### src/rtl/ghp_pkg.sv
// ghp_pkg: shared types, sizes and counter helpers for the global-history PHT controller
package ghp_pkg;
  localparam int HIST_W = 12;
  localparam int CTR_W  = 2;
  localparam int DEPTH  = 4;
  localparam int CNT_W  = $clog2(DEPTH + 1);
  localparam logic [CNT_W-1:0] DEPTH_C = CNT_W'(DEPTH);
  localparam logic [CTR_W-1:0] WEAK_TAKEN = {1'b1, {(CTR_W-1){1'b0}}};

  typedef enum logic [1:0] {S_INIT, S_IDLE, S_RD} state_t;

  // hist is the pre-shift history that indexed the PHT, ctr the value read, pred the direction given
  typedef struct packed {
    logic [HIST_W-1:0] hist;
    logic [CTR_W-1:0]  ctr;
    logic              pred;
  } ghp_entry_t;

  function automatic logic [CTR_W-1:0] sat_update(input logic [CTR_W-1:0] ctr, input logic taken);
    return taken ? ((&ctr) ? ctr : ctr + 1'b1) : ((|ctr) ? ctr - 1'b1 : ctr);
  endfunction

  // Taken iff the counter is in the upper half, i.e. its MSB is set
  function automatic logic ctr_taken(input logic [CTR_W-1:0] ctr);
    return ctr[CTR_W-1];
  endfunction
endpackage

### src/rtl/ghp_inflight_fifo.sv
// ghp_inflight_fifo: in-order queue of unresolved predictions; clear beats push and pop
module ghp_inflight_fifo
  import ghp_pkg::*;
(
  input  logic             clock,
  input  logic             reset_n,
  input  logic             push,
  input  ghp_entry_t       push_data,
  input  logic             pop,
  input  logic             clear,
  output logic [CNT_W-1:0] count,
  output ghp_entry_t       head
);
  localparam int PTR_W = (DEPTH > 1) ? $clog2(DEPTH) : 1;
  localparam logic [PTR_W-1:0] LAST = PTR_W'(DEPTH - 1);

  ghp_entry_t       mem_q [DEPTH];
  ghp_entry_t       mem_d [DEPTH];
  logic [PTR_W-1:0] rd_q, rd_d, wr_q, wr_d;
  logic [CNT_W-1:0] cnt_q, cnt_d;

  assign count = cnt_q;
  assign head  = mem_q[rd_q];

  // Next pointers/count; a flush drops everything, including a same-cycle push
  always_comb begin
    mem_d = mem_q;
    rd_d  = rd_q;
    wr_d  = wr_q;
    cnt_d = cnt_q;
    if (clear) begin
      rd_d  = '0;
      wr_d  = '0;
      cnt_d = '0;
    end else begin
      if (push) mem_d[wr_q] = push_data;
      wr_d  = push ? ((wr_q == LAST) ? '0 : wr_q + 1'b1) : wr_q;
      rd_d  = pop ? ((rd_q == LAST) ? '0 : rd_q + 1'b1) : rd_q;
      cnt_d = cnt_q + CNT_W'(push) - CNT_W'(pop);
    end
  end

  // Queue storage and pointers
  always_ff @(posedge clock or negedge reset_n) begin
    if (!reset_n) begin
      mem_q <= '{default: '0};
      rd_q  <= '0;
      wr_q  <= '0;
      cnt_q <= '0;
    end else begin
      mem_q <= mem_d;
      rd_q  <= rd_d;
      wr_q  <= wr_d;
      cnt_q <= cnt_d;
    end
  end
endmodule

### src/rtl/ghp_controller.sv
// ghp_controller: GHR owner, PHT init sweep and single-port PHT arbiter with mispredict recovery
module ghp_controller
  import ghp_pkg::*;
(
  input  logic              clock,
  input  logic              reset_n,
  input  logic              lookup_v,
  output logic              lookup_ready,
  output logic              pred_v,
  output logic              pred_taken,
  input  logic              resolve_v,
  input  logic              resolve_taken,
  output logic              flush,
  output logic              err,
  output logic              init_done,
  output logic [HIST_W-1:0] ghr_spec,
  output logic              pht_req_v,
  output logic              pht_we,
  output logic [HIST_W-1:0] pht_idx,
  output logic [CTR_W-1:0]  pht_wdata,
  input  logic [CTR_W-1:0]  pht_rdata
);
  state_t            state_q, state_d;
  logic [HIST_W-1:0] init_idx_q, init_idx_d, ghr_q, ghr_d;
  logic              init_done_q, init_done_d, flush_q, flush_d, err_q, err_d;
  logic [CNT_W-1:0]  cnt;
  ghp_entry_t        head, push_data;
  logic              res_act, do_res, mis, push;

  assign init_done = init_done_q;
  assign ghr_spec  = ghr_q;
  assign flush     = flush_q;
  assign err       = err_q;

  ghp_inflight_fifo u_fifo (
    .clock     (clock),
    .reset_n   (reset_n),
    .push      (push),
    .push_data (push_data),
    .pop       (do_res),
    .clear     (mis),
    .count     (cnt),
    .head      (head)
  );

  // Resolution, prediction, GHR recovery and PHT port arbitration (resolve write beats lookup read)
  always_comb begin
    res_act      = resolve_v & (state_q != S_INIT);
    do_res       = res_act & (cnt != '0);
    mis          = do_res & (resolve_taken != head.pred);
    lookup_ready = (state_q == S_IDLE) & (cnt < DEPTH_C) & ~resolve_v & init_done_q;
    pred_v       = (state_q == S_RD) & ~mis;
    pred_taken   = pred_v & ctr_taken(pht_rdata);
    push         = pred_v;
    push_data    = '{hist: ghr_q, ctr: pht_rdata, pred: pred_taken};
    ghr_d        = mis ? {head.hist[HIST_W-2:0], resolve_taken}
                 : pred_v ? {ghr_q[HIST_W-2:0], pred_taken} : ghr_q;
    flush_d      = mis;
    err_d        = err_q | (res_act & (cnt == '0));
    pht_req_v    = 1'b0;
    pht_we       = 1'b0;
    pht_idx      = '0;
    pht_wdata    = '0;
    if (state_q == S_INIT) begin
      pht_req_v = reset_n;
      pht_we    = reset_n;
      pht_idx   = init_idx_q;
      pht_wdata = WEAK_TAKEN;
    end else if (do_res) begin
      pht_req_v = 1'b1;
      pht_we    = 1'b1;
      pht_idx   = head.hist;
      pht_wdata = sat_update(head.ctr, resolve_taken);
    end else if (lookup_v & lookup_ready) begin
      pht_req_v = 1'b1;
      pht_idx   = ghr_q;
    end
  end

  // Sequencing: sweep every PHT entry once, then alternate issue/read for accepted lookups
  always_comb begin
    state_d     = state_q;
    init_idx_d  = init_idx_q;
    init_done_d = init_done_q;
    unique case (state_q)
      S_INIT: begin
        init_idx_d = init_idx_q + 1'b1;
        if (&init_idx_q) begin
          state_d     = S_IDLE;
          init_done_d = 1'b1;
        end
      end
      S_IDLE:  state_d = (lookup_v & lookup_ready) ? S_RD : S_IDLE;
      S_RD:    state_d = S_IDLE;
      default: state_d = S_INIT;
    endcase
  end

  // Controller state registers
  always_ff @(posedge clock or negedge reset_n) begin
    if (!reset_n) begin
      state_q     <= S_INIT;
      init_idx_q  <= '0;
      init_done_q <= 1'b0;
      ghr_q       <= '0;
      flush_q     <= 1'b0;
      err_q       <= 1'b0;
    end else begin
      state_q     <= state_d;
      init_idx_q  <= init_idx_d;
      init_done_q <= init_done_d;
      ghr_q       <= ghr_d;
      flush_q     <= flush_d;
      err_q       <= err_d;
    end
  end
endmodule

### config.mk
export PLATFORM = sky130hd
export DESIGN_NAME = ghp_controller
export DESIGN_NICKNAME = d
export VERILOG_FILES = /design/src/rtl/ghp_pkg.sv /design/src/rtl/ghp_inflight_fifo.sv /design/src/rtl/ghp_controller.sv
export SDC_FILE = /design/constraint.sdc
export NUM_CORES = 1
export LEC_CHECK = 0
export CORE_MARGIN = 2
export CORE_UTILIZATION = 55
export DETAILED_ROUTE_END_ITERATION = 6
export PLACE_DENSITY_LB_ADDON = 0.2
export SLEW_MARGIN = 0
export SYNTH_ARGS = -nofsm -noshare
export SYNTH_HDL_FRONTEND = slang
export SYNTH_HIERARCHICAL = 1
export SYNTH_SLANG_ARGS = --single-unit
### constraint.sdc
create_clock -name clock -period 3.55 [get_ports clock]
set_clock_uncertainty 0.1 [all_clocks]
set_input_delay 0.355 -clock clock [delete_from_list [all_inputs] [get_ports clock]]
set_output_delay 0.355 -clock clock [all_outputs]
set_load 0.005 [all_outputs]
-- Word level (Yosys, flattened, before mapping)
Index checks and enable logic that the tools add are counted.
- flip-flop bits (word level): 96
- input port bits: 7
- output and inout bits: 34
- word-level logic and storage cells: 96
- add/subtract/negate cells: 7
- magnitude comparators: 4
- eq/ne operators: 6
- mux-type cells: 31
- bitwise logic cells: 15
- reduce and logical (&&, ||, !) cells: 12
- operator list (cell ; count):
    bitwise mux 60 bit ; 1
    two-way mux 12 bit ; 5
    two-way mux 15 bit ; 3
    binary-select mux 15 bit (select 2 bit) ; 1
    demux 15 bit (select 2 bit) ; 1
    two-way mux 2 bit ; 13
    AND reduction 13 bit ; 1
    adder 12 x 1 -> 12 bit (second input constant) ; 1
    AND reduction 12 bit ; 1
    AND 1 bit ; 10
    adder 2 x 1 -> 2 bit (second input constant) ; 3
    equality test 2 bit (second input constant) ; 3
    greater-or-equal comparator 3 bit (second input constant) ; 2
    inverter 2 -> 3 bit ; 2
    one-hot mux 2 bit (3 select lines) ; 1
    nonzero test 2 bit ; 3
    two-way mux 1 bit ; 5
    AND reduction 2 bit ; 2
    adder 3 x 1 -> 3 bit ; 1
    zero test 3 bit ; 1
    < comparator 3 x 1 -> 1 bit (second input constant) ; 1
    < comparator 3 bit (second input constant) ; 1
    two-way mux 3 bit ; 1
    nonzero test 3 bit ; 1
    10 further kinds ; 11

-- Depth between registers and ports, before layout
Gate-level depths: netlist of run 1.
- word-level depth: 11
- gate-level depth with buffers: 10
- gate-level depth less buffers: 9

-- Cells and area by module
Netlist of run 1, hierarchy kept.
- by module, submodules not included (module ; instances ; cells an instance ; area an instance (sq um) ; seq. area each (sq um)):
    ghp_inflight_fifo ; 1 ; 182 ; 3198.1 ; 1676.6
    ghp_controller ; 1 ; 166 ; 1606.5 ; 725.7

-- Worst setup path after synthesis of run 1
Ideal clock, no wire load.
- path kind: reg-to-reg
- start point: register u_fifo.rd_q[0]
- end point: register u_fifo/mem_q[10] (netlist name)
- arrival: 2.368 ns
- data required time: 3.325 ns
- setup slack: 0.957 ns
- cell stages (with the launch flop): 10
- clock period less this slack: 2.593 ns
- cell sequence: dfrtp_1 buf_6 mux4_2 xnor2_1 nor3_4 buf_2 buf_6 nand3b_4 buf_6 mux2_4
- RTL lines (what ; line ; RTL):
    from (decl) ; ghp_inflight_fifo.sv:19 ; logic [PTR_W-1:0] rd_q, rd_d, wr_q, wr_d;
    from (signal assigned) ; ghp_inflight_fifo.sv:52 ; rd_q <= rd_d;
    to (signal assigned) ; ghp_inflight_fifo.sv:51 ; mem_q <= mem_d;
    to (decl) ; ghp_inflight_fifo.sv:17 ; ghp_entry_t mem_q [DEPTH];

==> results of run 1 <==
[layout by cell type, fill, tap and decap left out, types with 2 or more instances in the layout]
cell and instances:
sky130_fd_sc_hd__a21oi_1 3, sky130_fd_sc_hd__nand4_1 2, sky130_fd_sc_hd__o21ai_0 12, sky130_fd_sc_hd__inv_1 8, sky130_fd_sc_hd__ha_1 7, sky130_fd_sc_hd__clkdlybuf4s50_1 39
sky130_fd_sc_hd__a22oi_1 11, sky130_fd_sc_hd__clkbuf_8 9, sky130_fd_sc_hd__nand3b_4 4, sky130_fd_sc_hd__nand2b_1 2, sky130_fd_sc_hd__nand2_1 38, sky130_fd_sc_hd__a21o_1 2
sky130_fd_sc_hd__dfrtp_1 96, sky130_fd_sc_hd__mux2_4 30, sky130_fd_sc_hd__xnor2_1 9, sky130_fd_sc_hd__buf_4 9, sky130_fd_sc_hd__mux2_2 31, sky130_fd_sc_hd__nor2_1 11
sky130_fd_sc_hd__nor2b_1 3, sky130_fd_sc_hd__nand3_1 4, sky130_fd_sc_hd__xor2_1 4, sky130_fd_sc_hd__mux2i_1 13, sky130_fd_sc_hd__mux4_2 15, sky130_fd_sc_hd__clkinvlp_4 3
sky130_fd_sc_hd__clkinv_4 2, sky130_fd_sc_hd__maj3_1 2
[worst max-delay path: stages, from the launching register on]
cell and delay, ns:
sky130_fd_sc_hd__dfrtp_1 0.38, sky130_fd_sc_hd__buf_4 0.34, sky130_fd_sc_hd__mux4_2 0.57, sky130_fd_sc_hd__maj3_1 0.36
sky130_fd_sc_hd__a21o_1 0.18, sky130_fd_sc_hd__clkdlybuf4s50_1 0.43
[area by class of cell]
class / count / area (um2)
Fill cell: 683 / 3130
Sequential cell: 96 / 2400
Multi-Input combinational cell: 227 / 2230
Timing Repair Buffer: 49 / 468
Tap cell: 108 / 135
Clock buffer: 10 / 128
Clock inverter: 6 / 70.1
Inverter: 8 / 30.0
[state kept, by name, indices dropped and copies added (netlist names)]
| register | flops |
|---|---|
| ghr_spec | 12 |
| u_fifo/mem_q | 60 |
| u_fifo/count | 3 |
| err | 1 |
| flush | 1 |
| init_done | 1 |
| u_fifo/wr_q | 2 |
| init_idx_q | 12 |
| u_fifo/rd_q | 2 |
| state_q | 2 |
[worst max path at each step]
| stage | cells past startpoint | slack (ns) | to |
|---|---|---|---|
| 6_report | 5 | 0.47 | pht_wdata[1] |
| 3_3_place_gp | 5 | 0.65 | pht_idx[2] |
| 3_5_place_dp | 5 | 0.55 | pht_idx[2] |
| 5_1_grt | 5 | 0.34 | pht_wdata[1] |
| 2_1_floorplan | 9 | 0.96 | u_fifo/mem_q[10]$_DFFE_PN0P_ |
| 4_1_cts | 5 | 0.45 | pht_wdata[1] |
[routing by layer]
metal  vias up  global-route usage [%]  routed length, um
li1       1334                       -                  -
met1      1487                    31.4               4660
met2        45                    35.2               4660
met3        15                    2.88                237
met4         0                    7.80                166
met5         -                       0                  0
[cell usage after synthesis, drive strengths merged, types with 2 or more instances]
cell type  count
xor2           4
mux2          61
mux4          15
maj3           2
a21oi          3
nand3          5
nand3b         5
o21ai         13
inv            8
nand4          2
ha             7
a21o           2
xnor2          9
a22oi         11
nor3           3
dfrtp         96
buf           17
mux2i         13
nor2b          3
nand2b         2
nand2         38
nor2          12
[logic make-up after synthesis]
| family | synth area share, % |
|---|---|
| adder cells (fa/ha/maj) | 2.66 |
| AO/OA/AOI/OAI | 4.84 |
| flip-flops | 50.0 |
| multiplexers | 26.4 |
| buffers and inverters | 3.65 |
| XOR/XNOR | 2.84 |
| AND/OR/NAND/NOR | 9.64 |
[what timing repair did]
action / in CTS / in global routing
hold buffers: 1 / 0
endpoints found under the setup margin: 0 / 0
hold endpoints to repair: 37 / 0
[power by group through the flow]
stage                     clock network [mW]  registers (mW)  logic [mW]
after floorplan                            0            1.18       0.318
after global placement                     0            1.20       0.423
after detailed placement                   0            1.20       0.429
after CTS                              0.725            1.17       0.432
after global routing                   0.777            1.18       0.469
final                                  0.714            1.18       0.425
==> results.md, run 1 <==
STA:
- The final setup violation count is 0.
- The worst pin sits at a relative slew slack of 50.3%.
- Across all hold checks on the routed design, the worst slack comes to 0.385 ns.
- The ratio of final minimum period to clock period is 86.9%.
- The smallest clock period supported by the final layout is computed as 3.08 ns.
- The worst-case setup margin in the final layout is 0.465 ns.
- Setup repair after global routing left no endpoint under its margin.
- The number of failing hold endpoints at the final stage came to 0.
- The total count of max-transition violations in the final report is 0.
- For the pin with the worst max-slew slack, the measured transition is 0.746 ns.
- The fmax is 0.324 GHz.
- Setup total negative slack on the finished layout was measured at 0 ns.

Logic synthesis:
- Summed over all instances, the cell type with the most area after synthesis is sky130_fd_sc_hd__dfrtp_1.
- The number of enable flip-flop cells after synthesis is 0.
- The async set or reset register ratio after synthesis is 100%.
- After synthesis the cells add up to 4800 um2.
- The number of nets in the synthesized netlist is 363.
- Yosys attributes the largest share of cell area to sky130_fd_sc_hd__dfrtp_1 (50%), sky130_fd_sc_hd__mux2_4 (9.4%), sky130_fd_sc_hd__mux2_2 (7.3%), sky130_fd_sc_hd__mux4_2 (7.0%), sky130_fd_sc_hd__nand2_1 (3.0%).
- Summed over its instances, the top area cell type makes up 50.0% of the synthesized netlist area.
- The number of instances in the synthesized netlist is 348.
- The count of different cell masters after synthesis is 48.
- The Yosys step of the flow raised 6 warnings.
- Sequential cells were found to cover 50.0% of the synthesized design area.
- Synthesis inferred 96 register bits.
- For this run, the leading register cell type out of synthesis is sky130_fd_sc_hd__dfrtp_1.
- The mean instance size in the synthesized netlist is 13.8 um2.

Clock network:
- The number of post-CTS setup repair buffers is 0.
- In this run, post-CTS repair resized a total of 0 instances.
- The total number of H-tree levels is 3.
- No sink is reached through more buffers than the 2 on the longest clock path.
- The later pin in the worst-skew pair is clocked with a latency of 0.36 ns.
- The CTS tree is done.
- Clock tree synthesis found a total of 96 sinks.
- After clock tree synthesis, the clock-pin slew on the worst setup and hold paths is 0.10 ns.
- The TritonCTS buffer count is 9.
- The cell at the root of the clock tree is sky130_fd_sc_hd__clkbuf_8.

Global routing:
- The total overflow reported by the global router is 0.
- Entering global routing, the biggest net connects 60 pins.
- The via count of the first global-routing pass is 3037.
- The initial antenna violation count came to 0.
- The first-pass GRT wire length is 16.1 mm.
- Global routing used 22.0% of the available tracks.

Cells and area:
- Measured on the finished design, the core utilization comes to 63.5%.
- In the final design database the tool counted 406 nets.
- The number of antenna cells inserted is 0.
- The final standard cell count with taps included and fillers excluded is 504.
- The layout-stage area growth over the synthesis result is 13.6%.
- Of the cells placed in the final design, the portion with a size suffix greater than 1 is 28.5%.
- After routing the design area is 5460 um2.

Placed design:
- The cell total after placement is 487.
- The routability congestion estimate is 0.776.
- The count of buffers inserted at the top-level ports is 40.
- The wire-length estimate of the detail-placed layout is 6.28 mm.
- The placement-stage worst setup slack is 0.553 ns.
- The post-detailed-placement cell area is 5250 um2.

Power and ir drop:
- In this run switching power makes up 28.3% of total power.
- In this run, the combinational gates consume 18.4% of the power.
- The maximum resistive drop on vdd is 0.207 mV.
- In this run, the clock network consumes 30.8% of the power.
- For this design the total switching power over the nets is 0.656 mW.
- The fraction of power consumed by sequential logic is 50.8%.
- The total leakage power is 2.69 nW.
- The internal power summed over all cells is 1.66 mW.
- In this run the power density over the cells is 424 nW/um2.
- The overall power after layout is 2.31 mW.

Route:
- In the routed design, unresolved DRC markers number 0.
- The average wire length per cell after detail routing is 19.3 um.
- The aggregate routed wire length is 9.73 mm.
- The detail-routed via count per cell is 5.72.
- The residual antenna-violating net count after detailed routing is 0.
- The detailed router's first-iteration violation count is 112.
- The number of detailed-routing iterations run before antenna repair is 4.
- The via count of the routed design is 2881.

Floorplan:
- In this run the count of I/O pins placed on the die edge is 41.
- The total number of placement rows is 34.
- The floorplan die height is 97.5 um.
- The starting utilization of the core area is 55.9%.
- The die is 97.5 um wide.
- The area of the core region is 8590 um2.
- The floorplan step defined a die boundary enclosing 9500 um2.

Worst setup path:
- Setup slack on the worst reg-to-reg path comes out at 0.87 ns.
- The highest fanout seen on the critical path is 17.
- The launching element type of the critical path is a register.
- The category of the critical setup timing path is register to output port.
- The worst register-to-register path begins at u_fifo/rd_q[0]$_DFFE_PN0P_.
- The worst register-to-register path ends at u_fifo/count[2]$_DFF_PN0_.
- The data arrival time of the critical path is 2.63 ns.
- Tracing the worst setup path back leads to its startpoint at u_fifo/rd_q[0]$_DFFE_PN0P_.
- The cell depth of the worst flop-to-flop path is 10.
- The type of element capturing the critical path is an output port.
- At the worst endpoint, the required time is 3.09 ns.

Run status:
- The flow ran to the end, and the final reports show no timing, DRC or antenna violations.

Worst hold path:
- The path category of the worst min-delay check is primary input to asynchronous set/reset pin.

Flow run:
- The max capacitance violation total is 0.
Note: power is estimated with default switching activity, not from simulation.
==> run 2, diff against run 1 <==
--- a/config.mk
+++ b/config.mk
@@ -8,7 +8,10 @@
 export CORE_MARGIN = 2
 export CORE_UTILIZATION = 55
 export DETAILED_ROUTE_END_ITERATION = 6
+export GPL_ROUTABILITY_DRIVEN = 1
 export PLACE_DENSITY_LB_ADDON = 0.2
+export RECOVER_POWER = 100
+export REMOVE_ABC_BUFFERS = 1
 export SLEW_MARGIN = 0
 export SYNTH_ARGS = -nofsm -noshare
 export SYNTH_HDL_FRONTEND = slang
==> run 2 against run 1 <==
  * Total power shrank 2.5%
  * Die area is the same
  * Critical path type unchanged
  * Via count grew 0.10%
  * Highest routed layer unchanged
  * Register-to-register slack lost 0.40 ns
  * Non-clock buffer count grew 2
  * Core utilization shrank 2.1 points
  * Maximum frequency shrank 5.6%
  * Sequential share of layout area grew 1.5 points
  * Sequential power is essentially flat
  * First-iteration DRC count grew 44%
  * Cell area shrank 3.2%
==> results.md, run 2 (synthesized netlist as in run 1, its figures left out) <==
Run status:
- The run finished with clean final reports.

STA:
- The number of failing hold endpoints at the final stage is 0.
- Setup slack on the critical path of the routed design comes to 0.284 ns.
- The final setup violation count is 0.
- The total count of max-transition violations in the final report is 0.
- Setup repair after global routing left no endpoint under its margin.
- The headroom to the max-slew limit is 18.2%.
- The worst path in the final design needs a cycle of 3.27 ns, including I/O delays and setup.
- Based on the critical path, the design can be clocked at up to 0.306 GHz.
- The pin slew with the least headroom to its limit is 1.23 ns.
- The ratio of final minimum period to clock period is 92.0%.

Flow run:
- The max capacitance violation total is 0.

Placed design:
- The placement-stage worst setup slack is 0.619 ns.
- Routability-driven placement finished with a final weighted congestion of 0.758.
- The count of buffers inserted at the top-level ports is 40.
- The detailed placer's ending HPWL is 6.17 mm.

Worst setup path:
- At the worst endpoint, the arrival time is 2.81 ns.
- The type of element capturing the critical path is an output port.
- The worst setup path is launched from a register.
- STA puts the critical path data required time at 3.09 ns.
- The category of the critical setup timing path is register to output port.
- The most critical setup path has its startpoint at state_q[0]$_DFFE_PN0P_.
- Counting cells, the worst reg-to-reg path comes to 6.
- The start of the worst register-to-register path is u_fifo/rd_q[0]$_DFFE_PN0P_.
- In this run the worst path has a maximum fanout of 11.

Floorplan:
- The area of the core region is 8590 um2.
- The floorplan die height is 97.5 um.
- The total number of placement rows is 34.
- The initial utilization of the core area, before any placement, comes to 55.9%.
- The die covers 9500 um2.
- The I/O pin count is 41.
- In this run the horizontal extent of the chip is 97.5 um.

Global routing:
- Global routing consumed, on the met2 layer, 35.2% of the routing resources.
- The via count of the first global-routing pass was 3083.
- For this run, global-route usage on met3 was measured as 4.32%.
- The largest net degree at the start of global routing is 52.
- The peak-usage layer in the global routing report is met2.
- The first global-routing pass estimated 16.7 mm of wire.
- The global routing met1 resource utilization is 32.2%.
- The initial antenna violation count is 0.
- In the global route stage, overall resource usage came out at 22.3%.
- The total overflow reported by the global router is 0.

Route:
- Summed over all layers, the routed wires come to 9.64 mm.
- The via count of the routed design is 2884.
- The average wire length per cell after detail routing is 19.1 um.
- After the first detailed-routing iteration, the DRC count stood at 161.
- The number of detailed-routing iterations run before antenna repair is 4.
- For this run, design rule violations remaining after detail routing come to 0.
- The detail-routed via count per cell is 5.70.
- The detail route stage leaves a number of antenna-violating nets equal to 0.

Power and ir drop:
- For this design the ratio of total power to cell area is 427 nW/um2.
- The total leakage power is 2.60 nW.
- The maximum resistive drop on vdd is 0.212 mV.

Cells and area:
- The library cells used most frequently in the layout, excluding fill and tap cells, are sky130_fd_sc_hd__dfrtp_1 (96), sky130_fd_sc_hd__nand2_1 (38), sky130_fd_sc_hd__dlygate4sd3_1 (32), sky130_fd_sc_hd__mux2_2 (31), sky130_fd_sc_hd__mux2_1 (29).
- The number of antenna diodes in the final layout is 0.
- The number of flip-flops under the largest register name is 60.
- The sequential cell area is 2400 um2.
- Summing all multi-input logic gate instances after layout gives 2070 um2.
- Counting the fill cells in the layout gives 728.
- The layout cell share with drive strength beyond 1 is 19.8%.
- The register name with the most flops is u_fifo/mem_q.
- The layout-stage area growth over the synthesis result is 9.97%.
- At the end of the flow, the number of nets in the layout was 408.
- Leaving out fill and tap cells, the most frequent cell in the layout is sky130_fd_sc_hd__dfrtp_1.
- Measured on the finished design, the core utilization comes to 61.5%.

Clock network:
- The clock latency reported for the late side of the worst-skew pair is 0.36 ns.
- The CTS tree is done.
- Clock tree synthesis found a total of 96 sinks.
- The clock input transition at the sequential cells of the worst setup and hold paths is 0.10 ns.
- Counting along the longest clock path gives a buffer depth of 2.
- The cell at the root of the clock tree is sky130_fd_sc_hd__clkbuf_8.
- CTS built an H-tree with a depth of 3.
- The TritonCTS buffer count is 9.

Worst hold path:
- The hold path depth is 2.
- The worst min-delay path startpoint is err$_DFF_PN0_.
- The path category of the worst min-delay check is register to register.
-- run 2: changes by cell type in the layout (fill, tap and decap cells not counted), moves of 3 or more --
cell,delta
sky130_fd_sc_hd__dlygate4sd3_1,+31
sky130_fd_sc_hd__mux2_1,+29
sky130_fd_sc_hd__clkbuf_1,+4
sky130_fd_sc_hd__clkdlybuf4s50_1,-31
sky130_fd_sc_hd__nand3b_4,-4
sky130_fd_sc_hd__mux2_4,-29
sky130_fd_sc_hd__clkinvlp_4,-3
sky130_fd_sc_hd__nand3b_2,+4
-- run 2: area by class of cell --
| class | count | area share [%] |
|---|---|---|
| multi-input cells | 227 | 39.2 |
| clock buffers | 14 | 3.08 |
| repair buffers | 51 | 8.90 |
| clock inverters | 2 | 0.260 |
| well taps | 108 | 2.56 |
| flip-flops and latches | 96 | 45.5 |
| inverters | 8 | 0.568 |
-- run 2: worst max-delay path: stages (launching register included) --
cell and delay [ns]:
sky130_fd_sc_hd__dfrtp_1 0.45, sky130_fd_sc_hd__o21ai_0 0.65, sky130_fd_sc_hd__nor2_2 0.28, sky130_fd_sc_hd__buf_4 0.27
sky130_fd_sc_hd__a221o_1 0.36, sky130_fd_sc_hd__clkdlybuf4s50_1 0.46
-- run 2: path summary, 6_finish.rpt --
path	end	slack (ns)
setup / recovery	pht_idx[2]	0.28
hold / removal	err$_DFF_PN0_	0.38
setup reg to reg	u_fifo/mem_q[39]$_DFFE_PN0P_	0.47
hold reg to reg	err$_DFF_PN0_	0.38
max in group asynchronous	state_q[1]$_DFFE_PN0P_	0.84
min in group asynchronous	u_fifo/wr_q[0]$_DFFE_PN0P_	0.67
-- run 2: through the flow --
stage	instances	setup TNS (ns)	power (mW)	area, um2	hold slack, ns
final	506	0	2.26	5280	0.384
after global routing	506	0	2.38	5280	0.412
after detailed placement	489	0	1.64	5270	0.310
after CTS	506	0	2.29	5460	0.401
after global placement	489	0	1.62	5270	0.308
after floorplan	331	-4.33	1.46	4660	-0.0406
-- run 2: what timing repair did --
action,in CTS,in global routing
buffers inserted,0,0
gates resized for setup,0,0
endpoints found under the hold margin,45,0
hold buffers,1,0
-- run 2: per-layer routing --
layer,vias to the layer above,wire (um)
met3,13,284
met5,-,0
met1,1490,4590
met2,48,4630
met4,0,133
li1,1333,-
-- run 2: power by group --
part	leakage, nW	switching [mW]	internal, mW
logic	1.19	0.228	0.194
registers	1.32	0.0461	1.13
clock network	0.0907	0.365	0.295
total	2.60	0.639	1.62
==> run 3, diff against run 2 <==
--- a/config.mk
+++ b/config.mk
@@ -5,8 +5,10 @@
 export SDC_FILE = /design/constraint.sdc
 export NUM_CORES = 1
 export LEC_CHECK = 0
+export ABC_AREA = 0
 export CORE_MARGIN = 2
 export CORE_UTILIZATION = 55
+export CTS_BUF_LIST = sky130_fd_sc_hd__clkbuf_8
 export DETAILED_ROUTE_END_ITERATION = 6
 export GPL_ROUTABILITY_DRIVEN = 1
 export PLACE_DENSITY_LB_ADDON = 0.2
@@ -15,5 +17,4 @@
 export SLEW_MARGIN = 0
 export SYNTH_ARGS = -nofsm -noshare
 export SYNTH_HDL_FRONTEND = slang
-export SYNTH_HIERARCHICAL = 1
 export SYNTH_SLANG_ARGS = --single-unit
==> run 3 against run 2 <==
  * The flow now finishes with violations (capacitance limit, slew limit)
  * Routed wire length is 6.3% higher
  * Die area is 0.28% lower
  * Total power is 11% higher
  * Register-to-register slack worse by 0.04 ns
  * Clock power is 21% higher
  * Area after synthesis is 0.29% lower
  * Worst hold slack worse by 0.059 ns
  * Critical path type unchanged
  * Largest cell class unchanged
  * Highest routed layer unchanged
==> results.md, run 3 <==
Run status:
- The flow ran to the end, but the final reports show violations.
- The checks that failed: capacitance limit, slew limit.

Power and ir drop:
- Combinational logic burns 21.4% of the power.
- The maximum resistive drop on vdd is 0.242 mV.
- The fraction of power consumed by sequential logic is 46.9%.
- The total net switching power is 0.731 mW.
- The internal power summed over all cells is 1.78 mW.
- Net switching is 29.1% of the power.
- The overall power after layout is 2.52 mW.
- For this design the ratio of total power to cell area is 469 nW/um2.
- Of the total power, the clock network draws 31.7%.
- The total leakage power is 2.68 nW.

Route:
- The via count of the routed design is 3077.
- In the routed layout, each cell is associated on average with a via count of 5.85.
- In this run, the number of DRC markers left after iteration 0 of detailed routing was 166.
- The number of detailed-routing iterations run before antenna repair is 5.
- In the final routed layout, each cell accounts on average for 19.5 um.
- Summed over all layers, the routed wires come to 10.2 mm.
- The DRC violations left is 0.
- The residual antenna-violating net count after detailed routing is 0.

STA:
- The ratio of final minimum period to clock period is 91.8%.
- In the final timing run, aggregate negative setup slack is 0 ns.
- The final setup violation count is 0.
- Setup repair after global routing left no endpoint under its margin.
- The number of failing hold endpoints at the final stage is 0.
- The headroom to the max-slew limit is -15.6%.
- The fmax is 0.307 GHz.
- The total count of max-transition violations in the final report is 71.
- The pin slew with the least headroom to its limit is 1.73 ns.
- For the finished layout, the period the worst path requires is 3.26 ns.

Logic synthesis:
- The proportion of synthesized chip area in sequential cells is 50.1%.
- The area share of the largest cell type after synthesis is 50.1%.
- Summed over all instances, the cell type with the most area after synthesis is sky130_fd_sc_hd__dfrtp_1.
- The prevailing post-synth register cell is sky130_fd_sc_hd__dfrtp_1.
- Sorting the synthesized cells by area gives the leading types as sky130_fd_sc_hd__dfrtp_1 (50%), sky130_fd_sc_hd__mux2_4 (10%), sky130_fd_sc_hd__mux2_2 (7.3%), sky130_fd_sc_hd__mux4_2 (7.1%), sky130_fd_sc_hd__nand2_1 (4.6%).
- The most numerous cell in the Yosys netlist is sky130_fd_sc_hd__dfrtp_1.
- The async set or reset register ratio after synthesis is 100%.
- Synthesis inferred 96 register bits.
- After synthesis, the netlist uses 42 different library cells.
- By count the netlist is led by sky130_fd_sc_hd__dfrtp_1 (96), sky130_fd_sc_hd__nand2_1 (59), sky130_fd_sc_hd__mux2_4 (32), sky130_fd_sc_hd__mux2_2 (31).
- The mean instance size in the synthesized netlist is 12.9 um2.
- The synthesized design contains 0 enable-type register cells.
- The number of warnings reported in the yosys synthesis log is 0.
- The number of instances in the synthesized netlist is 370.
- Summing every instance area after synthesis gives 4790 um2.

Floorplan:
- The total number of placement rows is 34.
- Measured along the y axis, the die boundary spans 97.3 um.
- Once the floorplan was initialized, standard cells occupied 55.8% of the core.
- The core region is 8590 um2.
- The I/O pin count is 41.
- Measured along the x axis, the die boundary spans 97.3 um.
- The overall die area is 9470 um2.

Worst setup path:
- The critical path's top delay family is buffers and inverters.
- The worst setup path is captured at an output port.
- The startpoint identified for the worst register-to-register timing path is u_fifo.rd_q[0]$_DFFE_PN0P_.
- Together, buffers and inverters on the worst path number 3.
- The highest fanout seen on the critical path is 17.
- The category of the critical setup timing path is register to output port.
- The slack of the worst reg-to-reg path is 0.43 ns.
- The worst setup path is launched from a register.
- Tracing the worst setup path back leads to its startpoint at u_fifo.rd_q[0]$_DFFE_PN0P_.
- The cell depth of the worst flop-to-flop path is 5.
- On the critical path, the stage with the largest delay is an instance of sky130_fd_sc_hd__mux4_2.
- For this run, the slowest stage of the critical path takes 0.58 ns.
- The endpoint of the worst-slack reg-to-reg timing path is u_fifo.mem_q[57]$_DFFE_PN0P_.
- The signal on the critical path passes through buf_4 > mux4_2 > a222oi_1 > inv_1 > dlygate4sd3_1.
- The data arrival time of the critical path is 2.80 ns.
- The data required time of the worst path is 3.09 ns.

Cells and area:
- The final standard cell utilization of the core is 62.4%.
- The final layout contains 428 nets.
- Relative to the synthesized area, the layout overhead comes to 11.9%.
- Leaving out fill and tap cells, the most frequent cell in the layout is sky130_fd_sc_hd__dfrtp_1.
- The register name with the most flops is u_fifo.mem_q.
- The register with the most flip-flops in the layout has 60 of them.
- The repair_antennas step left the layout with diodes totalling 0.
- In the layout the commonest cells are sky130_fd_sc_hd__dfrtp_1 (96), sky130_fd_sc_hd__nand2_1 (59), sky130_fd_sc_hd__dlygate4sd3_1 (33), sky130_fd_sc_hd__mux2_2 (32), sky130_fd_sc_hd__mux2_1 (26).
- The layout cell share with drive strength beyond 1 is 20.3%.

Clock network:
- The total number of H-tree levels is 3.
- The clock input transition at the sequential cells of the worst setup and hold paths is 0.10 ns.
- The cell at the root of the clock tree is sky130_fd_sc_hd__clkbuf_8.
- The total of hold buffers inserted after clock tree synthesis is 1.
- The TritonCTS buffer count is 9.
- The clock latency reported for the late side of the worst-skew pair is 0.37 ns.
- The number of post-CTS setup repair buffers is 0.
- The clock sink total is 96.
- The largest buffer count on any clock path is 2.
- In this run, post-CTS repair resized a total of 0 instances.
- The CTS tree is done.

Placed design:
- The routability congestion estimate is 0.807.
- The count of buffers inserted at the top-level ports is 40.
- The detailed placer's ending HPWL is 6.82 mm.

Global routing:
- The via count of the first global-routing pass came to 3130.
- In the global route stage, overall resource usage came out at 23.0%.
- The first global-routing pass estimated 16.9 mm of wire.
- The largest net degree at the start of global routing is 71.
- The total overflow reported by the global router is 0.
- The initial antenna violation count is 0.

Flow run:
- The max capacitance violation total is 1.

Worst hold path:
- In this run the worst hold path is classified as primary input to asynchronous set/reset pin.
-- run 3: cell count changes after synthesis, sizes merged, moves of 3 or more --
| cell | before | now |
|---|---|---|
| a222oi | 0 | 10 |
| a22oi | 11 | 2 |
| buf | 17 | 10 |
| clkbuf | 0 | 11 |
| inv | 8 | 15 |
| mux2i | 13 | 1 |
| nand2 | 38 | 59 |
| nand3b | 5 | 0 |
| o21ai | 13 | 7 |
| o21bai | 1 | 4 |
| o2bb2ai | 0 | 8 |
-- run 3: power by group through the flow --
| stage | registers (mW) | logic (mW) | clock network [mW] |
|---|---|---|---|
| final | 1.18 | 0.538 | 0.797 |
| after global routing | 1.19 | 0.594 | 0.852 |
| after CTS | 1.18 | 0.574 | 0.809 |
| after detailed placement | 1.20 | 0.569 | 0 |
| after global placement | 1.20 | 0.561 | 0 |
| after floorplan | 1.24 | 0.310 | 0 |
-- run 3: per-layer routing --
| layer | part of all wire [%] | global-route usage [%] | vias up | routed length (um) |
|---|---|---|---|---|
| met5 | 0 | 0 | - | 0 |
| li1 | - | - | 1393 | - |
| met2 | 47 | 34.3 | 82 | 4840 |
| met3 | 5.1 | 5.04 | 16 | 525 |
| met1 | 46 | 33.8 | 1586 | 4700 |
| met4 | 1.9 | 8.01 | 0 | 191 |
-- run 3: metrics by stage --
step                      worst slack [ns]  cells  hold slack, ns  cell area [um2]
after global routing                 0.148    526           0.358             5360
final                                0.292    526           0.325             5360
after global placement               0.550    509           0.193             5290
after floorplan                     0.0812    349         -0.0406             4660
after CTS                            0.436    526           0.336             5520
after detailed placement             0.489    509           0.195             5290
-- run 3: logic make-up (layout without fill, tap and decap cells) --
kind of cell	count (synthesis)	after routing	synth area share, %
multiplexers	79	79	24.6
adder cells (fa/ha/maj)	8	8	2.25
flip-flops	96	96	50.1
buffers and inverters	36	84	3.84
AO/OA/AOI/OAI	43	43	7.76
AND/OR/NAND/NOR	94	94	8.49
XOR/XNOR	14	14	2.95
-- run 3: how the worst max path moves through the flow --
stage / slack, ns / to / depth (start not counted)
final: 0.29 / pht_idx[6] / 5
after global routing: 0.15 / pred_v / 5
after CTS: 0.44 / pht_idx[6] / 5
after detailed placement: 0.49 / u_fifo.count[2]$_DFF_PN0_ / 11
after global placement: 0.55 / u_fifo.count[2]$_DFF_PN0_ / 11
after floorplan: 0.08 / u_fifo.count[2]$_DFF_PN0_ / 10
-- run 3: final cells by class --
type / instances / area [um2]
fill: 708 / 3230
sequential: 96 / 2400
multi-input combinational: 238 / 2070
timing repair buffer: 53 / 480
clock buffer: 10 / 138
tap: 108 / 135
clock inverter: 6 / 83.8
inverter: 15 / 56.3
